## config.mk

```make
export PLATFORM = sky130hd
export DESIGN_NAME = hazard_stall_ctrl
export DESIGN_NICKNAME = d
export VERILOG_FILES = /design/src/rtl/hazard_stall_ctrl.sv
export SDC_FILE = /design/constraint.sdc
export NUM_CORES = 1
export LEC_CHECK = 0
export ABC_CLOCK_PERIOD_IN_PS = 2500
export BUFFER_PORTS_ARGS = -buffer_cell sky130_fd_sc_hd__buf_2
export CAP_MARGIN = 20
export CORE_MARGIN = 2
export CORE_UTILIZATION = 48
export DETAILED_ROUTE_END_ITERATION = 12
export PLACE_DENSITY = 0.81
export SLEW_MARGIN = 25
export SYNTH_ARGS = -nofsm -noshare
export SYNTH_HDL_FRONTEND = slang
export SYNTH_SLANG_ARGS = --single-unit
```

## constraint.sdc

```tcl
create_clock -name clk -period 2.5 [get_ports clk]
set_input_delay 0.75 -clock clk [delete_from_list [all_inputs] [get_ports clk]]
set_output_delay 0.75 -clock clk [all_outputs]
set_load 0.01 [all_outputs]
```

## src/rtl/hazard_stall_ctrl.sv

```systemverilog
// Load-use stall / redirect flush / dmem freeze controller for the 5-stage pipeline, zero-cycle comb outputs.
// Freeze dominates and holds everything, including bubble count and redirect acceptance.
module hazard_stall_ctrl #(
   parameter int REG_AW     = 5,
   parameter int LU_BUBBLES = 1,
   parameter int CNT_W      = 32
) (
   input  logic              clk,
   input  logic              rst,
   input  logic              id_ex_memread,
   input  logic [REG_AW-1:0] id_ex_rd,
   input  logic [REG_AW-1:0] if_id_rs1,
   input  logic [REG_AW-1:0] if_id_rs2,
   input  logic              if_id_use_rs1,
   input  logic              if_id_use_rs2,
   input  logic              ex_redirect,
   input  logic              mem_req,
   input  logic              dmem_ready,
   output logic              pc_write,
   output logic              if_id_write,
   output logic              if_id_flush,
   output logic              id_ex_flush,
   output logic              pipe_freeze,
   output logic [CNT_W-1:0]  stall_cycles,
   output logic [CNT_W-1:0]  flush_count
);

   typedef enum logic {IDLE, LU_STALL} state_t;

   localparam logic [2:0]       BCNT_INIT = 3'(LU_BUBBLES - 1);
   localparam logic [CNT_W-1:0] CNT_MAX   = '1;
   localparam logic [CNT_W-1:0] CNT_ONE   = CNT_W'(1);

   state_t      state, state_nxt;
   logic [2:0]  bcnt, bcnt_nxt;
   logic        hit, freeze, redirect_acc;

   assign hit = id_ex_memread && (id_ex_rd != '0) &&
                ((if_id_use_rs1 && (if_id_rs1 == id_ex_rd)) ||
                 (if_id_use_rs2 && (if_id_rs2 == id_ex_rd)));
   assign freeze = mem_req && !dmem_ready;

   always_comb begin
      state_nxt    = state;
      bcnt_nxt     = bcnt;
      redirect_acc = 1'b0;
      pc_write     = 1'b1;
      if_id_write  = 1'b1;
      if_id_flush  = 1'b0;
      id_ex_flush  = 1'b0;
      pipe_freeze  = 1'b0;
      if (freeze) begin
         pipe_freeze = 1'b1;
         pc_write    = 1'b0;
         if_id_write = 1'b0;
      end else if (ex_redirect) begin
         if_id_flush  = 1'b1;
         id_ex_flush  = 1'b1;
         redirect_acc = 1'b1;
         state_nxt    = IDLE;
         bcnt_nxt     = 3'd0;
      end else if (state == LU_STALL) begin
         // Remaining bubbles are committed regardless of the current hit.
         pc_write    = 1'b0;
         if_id_write = 1'b0;
         id_ex_flush = 1'b1;
         bcnt_nxt    = bcnt - 3'd1;
         if (bcnt == 3'd1) begin
            state_nxt = IDLE;
         end
      end else if (hit) begin
         pc_write    = 1'b0;
         if_id_write = 1'b0;
         id_ex_flush = 1'b1;
         if (LU_BUBBLES > 1) begin
            state_nxt = LU_STALL;
            bcnt_nxt  = BCNT_INIT;
         end
      end
   end

   always_ff @(posedge clk) begin
      if (rst) begin
         state        <= IDLE;
         bcnt         <= 3'd0;
         stall_cycles <= '0;
         flush_count  <= '0;
      end else begin
         state <= state_nxt;
         bcnt  <= bcnt_nxt;
         if (!pc_write && (stall_cycles != CNT_MAX)) begin
            stall_cycles <= stall_cycles + CNT_ONE;
         end
         if (redirect_acc && (flush_count != CNT_MAX)) begin
            flush_count <= flush_count + CNT_ONE;
         end
      end
   end

endmodule

```

Word level (Yosys, flattened, before mapping)
Cells that the tools add are included.

operators by class
  reductions and logical operators = 13
  bitwise logic cells = 1
  muxes and demuxes = 16
  add/sub/neg operators = 3
  equality and inequality tests = 5

operators by type and width
  kind                   number
  $add 32x1->32 const B  2
  $ne 32x32->1 const B   2
  $mux 1                 14
  $eq 5x5->1             2
  $logic_and 1x1->1      7
  $mux 3                 2
  $reduce_bool 5->1      1
  $eq 3x1->1 const B     1
  $sub 3x1->3 const B    1
  $logic_not 1->1        2
  $reduce_and 2->1       1
  $reduce_bool 2->1      1
  $logic_or 1x1->1       1
  $not 1->1              1

storage, ports and cells
  word-level logic and storage cells = 42
  register bits after elaboration = 68

Longest topological paths before layout
Gate-level depths: netlist (run 1).

  depth after elaboration = 10
  depth in mapped cells = 10

Worst setup path after synthesis (run 1)
OpenSTA, ideal clock, no wires.

  path type = in2out
  start point = in id_ex_rd[1]
  end point = out pc_write
  path buffers = 1
  arrival time = 1.995 ns
  setup slack = -0.245 ns
  stages on the path = 4
  cell sequence = or4_1 o21a_1 a31oi_1 buf_4

on the way
  cells in the longest elaborated chain, start to end = 8

ends and longest elaborated chain
  what                                         RTL line  RTL
  start, declared                              11        input logic [REG_AW-1:0] id_ex_rd,
  $eq 5x5->1, on equally long branches         39, 40
  $logic_and 1x1->1, on equally long branches  39, 40
  $logic_or 1x1->1                             39        ((if_id_use_rs1 && (if_id_rs1 == id_ex_rd)) ||
  $logic_and 1x1->1 *                          38        assign hit = id_ex_memread && (id_ex_rd != '0) &&
  $mux 1 * (4 in series)                       n/a
  end, declared                                19        output logic pc_write,

Mark *: on every way between the ends. The rest lies on a longest branch, timed or not.

Worst setup path in the final report (run 1)
  start point = in id_ex_rd[2]
  end point = out pc_write

on the way
  cells in the longest elaborated chain, start to end = 8

ends and longest elaborated chain
  what                                         RTL line  RTL
  $eq 5x5->1, on equally long branches         39, 40
  $logic_and 1x1->1, on equally long branches  39, 40
  $logic_or 1x1->1                             39
  $logic_and 1x1->1 *                          38
  $mux 1 *                                     71        end else if (hit) begin
  $mux 1 *                                     62        end else if (state == LU_STALL) begin
  $mux 1 *                                     56        end else if (ex_redirect) begin
  $mux 1 *                                     52        if (freeze) begin

Marked as above.

==> metrics, run 1 <==
fin crit share 1.06; slowest CP cell or4_1; switching share of power 0.242; CTS tree done; share of post-route cells with drive strength above 1 0.279; Rows 30; final worst slack -0.142 ns; GR peak layer met2; HP Class reg -> reg; DRC Markers 0; vias in the first global route 3025; post-synthesis sequential area ratio 0.396; max-cap viol count 0; wire length per cell 13.8 um; via count 3225; GP Congestion 0.833; Cell variety after synth 43; Clock Pin Slew Worst Setup and Hold Paths 0.06 ns; final hold viol count 0; Rel. slew slack 0.648; cts hold-fix bufs 0; failing checks negative setup slack; cell-internal power 1530 uW; number of DRC markers in iteration 0 299; Clock Latency Late Sink 0.34 ns; Num CTS Buffers 9; H-tree depth 3; DRT antenna net count 0; Yosys warnings 0; register bit count reported by yosys 68; Top FF cell, synth dfxtp_1; 1st-pass router iterations 4; met2 Resource Use GR 0.360; RSZ-0062 raised after global routing true; WL final 8420 um; part of the power in combinational logic 0.083; initial antenna violation count 0; Clock power frac 0.375; leading cell type in the layout, fill and taps excluded buf_2; Ports 92; first-pass GRT wire length 13400 um; Synthesized Nets 437; root buffer cell clkbuf_8; Post-synth EDFFs 0; worst path cell trace buf_6, or4_1, o21a_2, a31oi_4, buf_6; Final setup violation count 3; number of fill cells 613; HPWL after DPL 6070 um; CP delay by family, top simple AND/OR/NAND/NOR gates; GRT Overall Usage 0.214; fin util 0.629; Slew @ Worst Pin 0.528 ns; pre-CTS WS -0.222 ns; FMAX 0.379 GHz; die extent in x 88.6 um; CP dominant cell by count buf_6; Final min period 2.64 ns; area delta synth->final 25.7%; pin count of the biggest net entering global routing 31; Vias/cell 5.27; initial core utilization 0.501; peak supply drop 0.293 mV; total grt overflow 0; Core ar. 0.00687 mm^2; crit path buf inv count 2; WP data arrival 1.89 ns; PD cells 467 mW/mm^2; part of the power in registers 0.542; Max stage delay on crit path 0.51 ns; clk_skew 0.00775 ns; nets 540; M1 GR Usage 0.265; status finished with violations; M3 GR Usage 0.0466; ant diodes 0; critical-path maximum fanout 3; synthesized instance count 410; Die Area 0.00786 mm^2; Startpoint Class input port; Longest Clk Path Bufs 2; syn_area_per_cell 8.39 um^2; Slew Limit Fails 0; commonest cells after routing, fill and taps aside 87 x buf_2, 70 x nor2_1, 68 x dfxtp_1; switching power 488 uW; Leakage 0.00178 uW; Die Span Y 88.6 um; Buffers on Ports 91; fraction of registers with async set/reset 0; clock sinks 68; Crit. End Element output pin; Req. time, crit path 1.75 ns; WS Path Type in -> out; Cell Area, Synth 0.00344 mm^2
logic make-up (layout without fill, tap and decap cells):
logic type      after synthesis  count (layout)  synth area share
flops                        68              68             0.396
simple gates                222             222             0.338
compound gates               22              22            0.0389
buf+inv                      25             131            0.0306
mux                           6               6            0.0215
fa+ha+maj                     4               4            0.0146
xor+xnor                     63              63             0.160
power groups by stage:
stage	combinational [uW]	clock [uW]	sequential (uW)
after global placement	146	0	1120
final	168	757	1090
after CTS	154	781	1090
after floorplan	85.7	0	1120
after detailed placement	150	0	1120
after global routing	184	821	1090
registers in the layout, indices dropped and copies added, names as in the netlist:
register,cells
bcnt,3
state,1
stall_cycles,32
flush_count,32
worst min-delay path: stages (launching register included):
cell and delay [ns]:
dfxtp_1 0.30, o21ai_0 0.06, a21oi_1 0.06
routing by layer:
layer	share of wire	wire length (um)	vias to the layer above
met5	0	0	-
met4	0.019	160	0
met3	0.057	483	14
met2	0.48	4070	98
met1	0.44	3710	1500
li1	-	-	1613
through the flow:
stage / setup TNS, ns / hold WS (ns) / instances / area [um^2] / power (uW)
6_report: -0.398 / 0.477 / 612 / 4320 / 2020
5_1_grt: -0.514 / 0.526 / 612 / 4320 / 2100
4_1_cts: -0.505 / 0.479 / 612 / 4250 / 2030
3_5_place_dp: -4.88 / 0.468 / 597 / 4080 / 1270
3_3_place_gp: -3.83 / 0.463 / 597 / 4080 / 1260
2_1_floorplan: -0.0763 / 0.450 / 410 / 3450 / 1200
worst paths after layout:
kind,slack (ns),to,depth (start not counted),startpoint
setup / recovery,-0.14,pc_write,5,id_ex_rd[2]
setup reg to reg,0.22,stall_cycles[31],7,stall_cycles[15]
hold reg to reg,0.48,bcnt[2],2,bcnt[2]
hold / removal,0.48,bcnt[2],2,bcnt[2]
cell type report:
class                   instances  area [um^2]  area share
well taps                      96          120      0.0278
clock inverters                 3         15.0     0.00347
multi-input cells             317         2040       0.472
flip-flops and latches         68         1360       0.315
repair buffers                108          612       0.142
clock buffers                  11          141      0.0327
inverters                       9         33.8     0.00782
what timing repair did:
item / 4_1_cts / 5_1_grt
pin swaps: 3 / 8
resized for setup: 2 / 12
setup endpoints to repair: 3 / 23
buffers inserted: 1 / 0
cell usage after synthesis, types with 3 or more instances:
library cell | count | area [um^2]
and3_1 | 13 | 81.3
nand2_1 | 33 | 124
dfxtp_1 | 68 | 1360
nor3_2 | 3 | 30.0
mux2_1 | 3 | 33.8
a21oi_1 | 10 | 50.1
clkbuf_1 | 10 | 37.5
inv_1 | 9 | 33.8
buf_2 | 3 | 15.0
nor4_1 | 11 | 68.8
xor2_1 | 18 | 158
nor3_1 | 21 | 105
nand3_1 | 25 | 125
ha_1 | 4 | 50.1
nand4_1 | 17 | 106
nor2_1 | 70 | 263
o21ai_0 | 5 | 25.0
nor2b_1 | 5 | 31.3
and4_1 | 3 | 26.3
and2_1 | 3 | 18.8
xnor2_1 | 45 | 394
or4_1 | 3 | 22.5
(Power assumes the default switching activity.)
==> inputs of run 2 (changes only) <==
--- a/config.mk
+++ b/config.mk
@@ -12,6 +12,7 @@
 export CORE_UTILIZATION = 48
 export DETAILED_ROUTE_END_ITERATION = 12
 export PLACE_DENSITY = 0.81
+export SKIP_CTS_REPAIR_TIMING = 1
 export SLEW_MARGIN = 25
 export SYNTH_ARGS = -nofsm -noshare
 export SYNTH_HDL_FRONTEND = slang
==> metrics, run 2 (synthesis gave the netlist of run 1 again) <==
peak supply drop 0.292 mV (-0.15%); multi-input combinational cell area 0.00202 mm^2 (-1.1%); HPWL after DPL 6070 um (unchanged); wire length per cell 13.7 um (-0.28%); RSZ-0062 raised after global routing true; first-pass GRT wire length 13300 um (-0.31%); Num CTS Buffers 9 (unchanged); Rows 30 (unchanged); vias in the first global route 3014 (-0.36%); commonest cells after routing, fill and taps aside 87 x buf_2, 70 x nor2_1, 68 x dfxtp_1; area delta synth->final 25.1%; die extent in x 88.6 um (unchanged); total power 2020 uW (-0.14%); DRC Markers 0 (unchanged); via count 3220 (-0.16%); initial core utilization 0.501 (unchanged); Buffers on Ports 91 (unchanged); FMAX 0.371 GHz (-1.9%); Rel. slew slack 0.645 (-0.00264); max-cap viol count 0 (unchanged); WS Path Type in -> out; pin count of the biggest net entering global routing 31 (unchanged); final hold viol count 0 (unchanged); Slew @ Worst Pin 0.532 ns (+0.00396 ns); critical-path maximum fanout 3 (unchanged); 1st-pass router iterations 4 (unchanged); Leakage 0.00176 uW (-0.91%); Final setup violation count 3 (unchanged); GRT Overall Usage 0.214 (-0.000969); number of fill cells 614 (+0.16%); PD cells 469 mW/mm^2 (+0.30%); clk_skew 0.00707 ns (-0.000686 ns); Clock Latency Late Sink 0.34 ns (about the same); Ports 92 (unchanged); failing checks negative setup slack; clock sinks 68 (unchanged); WL final 8400 um (-0.28%); Die Area 0.00786 mm^2 (unchanged); FF/Latch Area 0.00136 mm^2 (unchanged); number of DRC markers in iteration 0 304 (+1.7%); ant diodes 0 (unchanged); initial antenna violation count 0 (unchanged); DRT antenna net count 0 (unchanged); Core ar. 0.00687 mm^2 (unchanged); leading cell type in the layout, fill and taps excluded buf_2; Die Span Y 88.6 um (unchanged); GP Congestion 0.833 (unchanged); Longest Clk Path Bufs 2 (unchanged); R2R setup slack 0.23 ns (about the same); Req. time, crit path 1.75 ns (about the same); HP Class reg -> reg; Vias/cell 5.26 (-0.16%); status finished with violations; Area after DPL 0.00408 mm^2 (unchanged); total grt overflow 0 (unchanged); H-tree depth 3 (unchanged); pre-CTS WS -0.222 ns (unchanged); Clock Pin Slew Worst Setup and Hold Paths 0.06 ns (about the same); total placed cells including tap cells 597 (unchanged); final std cells w/o fill 612 (unchanged); CTS tree done; Startpoint Class input port; fin crit share 1.08 (+0.0208); root buffer cell clkbuf_8; cell area after layout 0.00430 mm^2 (-0.43%); Final min period 2.69 ns (+0.0519 ns); worst hold slack 0.477 ns (-0.000242 ns); nets 540 (unchanged); WP data arrival 1.94 ns (+0.05 ns); final worst slack -0.194 ns (-0.0519 ns); Slew Limit Fails 0 (unchanged); share of post-route cells with drive strength above 1 0.271 (-0.00775); Crit. End Element output pin; Regs by FF count flush_count x32, stall_cycles x32, bcnt x3
run 2: cell counts in the layout (fill, tap and decap cells not counted):
Identical to the previous run, type by type.
run 2: routing by layer:
| layer | vias up | global-route usage | share of wire | routed length (um) |
|---|---|---|---|---|
| met1 | 1489 | 0.266 | 0.45 | 3760 |
| met5 | - | 0 | 0 | 0 |
| met2 | 102 | 0.355 | 0.48 | 4010 |
| met4 | 0 | 0.0923 | 0.018 | 153 |
| met3 | 14 | 0.0466 | 0.056 | 474 |
| li1 | 1615 | - | - | - |
run 2: through the flow:
step           TNS (ns)   util
2_1_floorplan   -0.0763      -
3_3_place_gp      -3.83  0.594
3_5_place_dp      -4.88  0.594
4_1_cts          -0.560  0.616
5_1_grt          -0.626  0.626
6_report         -0.518  0.626
run 2: worst paths after layout:
path / from / to / cells past startpoint
worst max-delay path: id_ex_rd[2] / if_id_write / 5
worst min register to register: bcnt[2] / bcnt[2] / 2
worst max register to register: stall_cycles[15] / stall_cycles[21] / 8
worst min-delay path: bcnt[2] / bcnt[2] / 2
run 2: cell type report:
class	count	share of cell area
Clock buffer	11	0.0329
Clock inverter	3	0.00349
Inverter	9	0.00785
Multi-Input combinational cell	317	0.468
Sequential cell	68	0.316
Tap cell	96	0.0279
Timing Repair Buffer	108	0.143
run 2: power breakdown:
part | total [uW] | internal [uW] | switching (uW)
Combinational | 164 | 70.0 | 93.7
Clock | 758 | 371 | 387
Sequential | 1090 | 1090 | 6.54
run 2: worst max-delay path, stage by stage:
cell and delay, ns:
buf_6 0.09, or4_1 0.51, o21a_2 0.25, a31oi_4 0.21
buf_6 0.13
==> inputs of run 3 (changes only) <==
--- a/config.mk
+++ b/config.mk
@@ -6,12 +6,12 @@
 export NUM_CORES = 1
 export LEC_CHECK = 0
 export ABC_CLOCK_PERIOD_IN_PS = 2500
-export BUFFER_PORTS_ARGS = -buffer_cell sky130_fd_sc_hd__buf_2
 export CAP_MARGIN = 20
 export CORE_MARGIN = 2
-export CORE_UTILIZATION = 48
+export CORE_UTILIZATION = 57
 export DETAILED_ROUTE_END_ITERATION = 12
-export PLACE_DENSITY = 0.81
+export DONT_BUFFER_PORTS = 1
+export PLACE_DENSITY = 0.79
 export SKIP_CTS_REPAIR_TIMING = 1
 export SLEW_MARGIN = 25
 export SYNTH_ARGS = -nofsm -noshare
==> metrics, run 3 (synthesis gave the netlist of run 1 again) <==
via count 2918 (-9.4%); pre-CTS WS -0.0665 ns (+0.155 ns); leading cell type in the layout, fill and taps excluded nor2_1; pin count of the biggest net entering global routing 74 (+140%); WL final 7370 um (-12%); Vias/cell 5.78 (+9.8%); HPWL after DPL 5450 um (-10%); R2R setup slack 0.20 ns (-0.03 ns); critical-path maximum fanout 3 (unchanged); worst path cell trace or4_4, o21a_4, a31oi_4; PD cells 520 mW/mm^2 (+11%); initial antenna violation count 0 (unchanged); FMAX 0.405 GHz (+9.0%); crit path buf inv count 0 (-2); initial core utilization 0.584 (+0.0836); Req. time, crit path 1.75 ns (about the same); Regs by FF count flush_count x32, stall_cycles x32, bcnt x3; Num CTS Buffers 9 (unchanged); GP Congestion 0.806 (-3.2%); fin util 0.650 (+0.0232); RSZ-0062 raised after global routing false; clk_skew 0.00649 ns (-0.000574 ns); share of post-route cells with drive strength above 1 0.123 (-0.148); Buffers on Ports 0 (-100%); Longest Clk Path Bufs 2 (unchanged); Rows 28 (-6.7%); fin crit share 0.988 (-0.0893); CP delay by family, top simple AND/OR/NAND/NOR gates; Max stage delay on crit path 0.52 ns (about the same); CTS tree done; ant diodes 0 (unchanged); peak supply drop 0.306 mV (+4.8%); slowest CP cell or4_4; max-cap viol count 0 (unchanged); area delta synth->final 11.2%; wire length per cell 14.6 um (+6.4%); HP Class reg -> reg; first-pass GRT wire length 11700 um (-12%); reg2reg path depth 8 (unchanged); crit path to if_id_write; root buffer cell clkbuf_8; Slew @ Worst Pin 0.475 ns (-0.0573 ns); reg2reg end stall_cycles[21]; DRT antenna net count 0 (unchanged); Clock Pin Slew Worst Setup and Hold Paths 0.07 ns (about the same); Crit. End Element output pin; Startpoint Class input port; total grt overflow 0 (unchanged); Final setup violation count 0 (-3); Leakage 0.00131 uW (-26%); Die Area 0.00667 mm^2 (-15%); reg-to-reg critical path startpoint stall_cycles[17]; Core ar. 0.00589 mm^2 (-14%); 1st-pass router iterations 4 (unchanged); Slew Limit Fails 0 (unchanged); WS Path Type in -> out; Rel. slew slack 0.681 (+0.0358); final worst slack 0.0296 ns (+0.223 ns); Area after DPL 0.00363 mm^2 (-11%); cell area after layout 0.00382 mm^2 (-11%); GRT Overall Usage 0.224 (+0.0106); vias in the first global route 2701 (-10%); status completed; number of DRC markers in iteration 0 134 (-56%); final hold viol count 0 (unchanged); Clock Latency Late Sink 0.33 ns (about the same); die extent in x 81.7 um (-7.9%); Final min period 2.47 ns (-0.223 ns); commonest cells after routing, fill and taps aside 70 x nor2_1, 68 x dfxtp_1, 45 x xnor2_1; Ports 92 (unchanged); clock sinks 68 (unchanged); H-tree depth 3 (unchanged); DRC Markers 0 (unchanged); nets 453 (-16%); CP Depth 3 (-2); WP data arrival 1.72 ns (-0.22 ns); CP startpoint id_ex_rd[1]; worst hold slack 0.473 ns (-0.00308 ns); Die Span Y 81.7 um (-7.9%)
run 3: worst min path at each step:
stage                        from          endpoint  cells past startpoint
after CTS                 bcnt[1]           bcnt[1]                      2
final                     bcnt[1]           bcnt[1]                      2
after floorplan           bcnt[1]           bcnt[1]                      2
after global routing          rst  stall_cycles[23]                      1
after detailed placement  bcnt[1]           bcnt[1]                      2
after global placement    bcnt[2]           bcnt[2]                      2
run 3: final cells by class:
type | count | area [um^2]
fillers | 510 | 2060
flip-flops and latches | 68 | 1360
clock inverters | 2 | 10.0
clock buffers | 13 | 159
repair buffers | 21 | 158
well taps | 75 | 93.8
multi-input cells | 317 | 2010
inverters | 9 | 33.8
run 3: tightest hold or removal path, cell delays in order (launching register included):
cell and delay, ns:
dfxtp_1 0.31, o21ai_0 0.06, a21oi_1 0.06
run 3: through the flow:
stage	power (uW)	TNS, ns	std cells
finish	1990	0	505
global route	2060	0	505
global placement	1210	-0.0253	489
detailed placement	1210	-0.198	489
CTS	2000	-0.0297	504
floorplan	1200	-0.0763	410
run 3: per-layer routing:
metal	up-vias	wire length (um)	track usage
met2	97	3400	0.367
met1	1367	3220	0.266
met5	-	0	0
met4	0	153	0.0967
li1	1438	-	-
met3	16	592	0.0791
run 3: where the power goes:
| part | switching (uW) | internal (uW) | total [uW] |
|---|---|---|---|
| clock network | 389 | 407 | 796 |
| registers | 4.60 | 1090 | 1090 |
| logic | 58.9 | 43.7 | 103 |
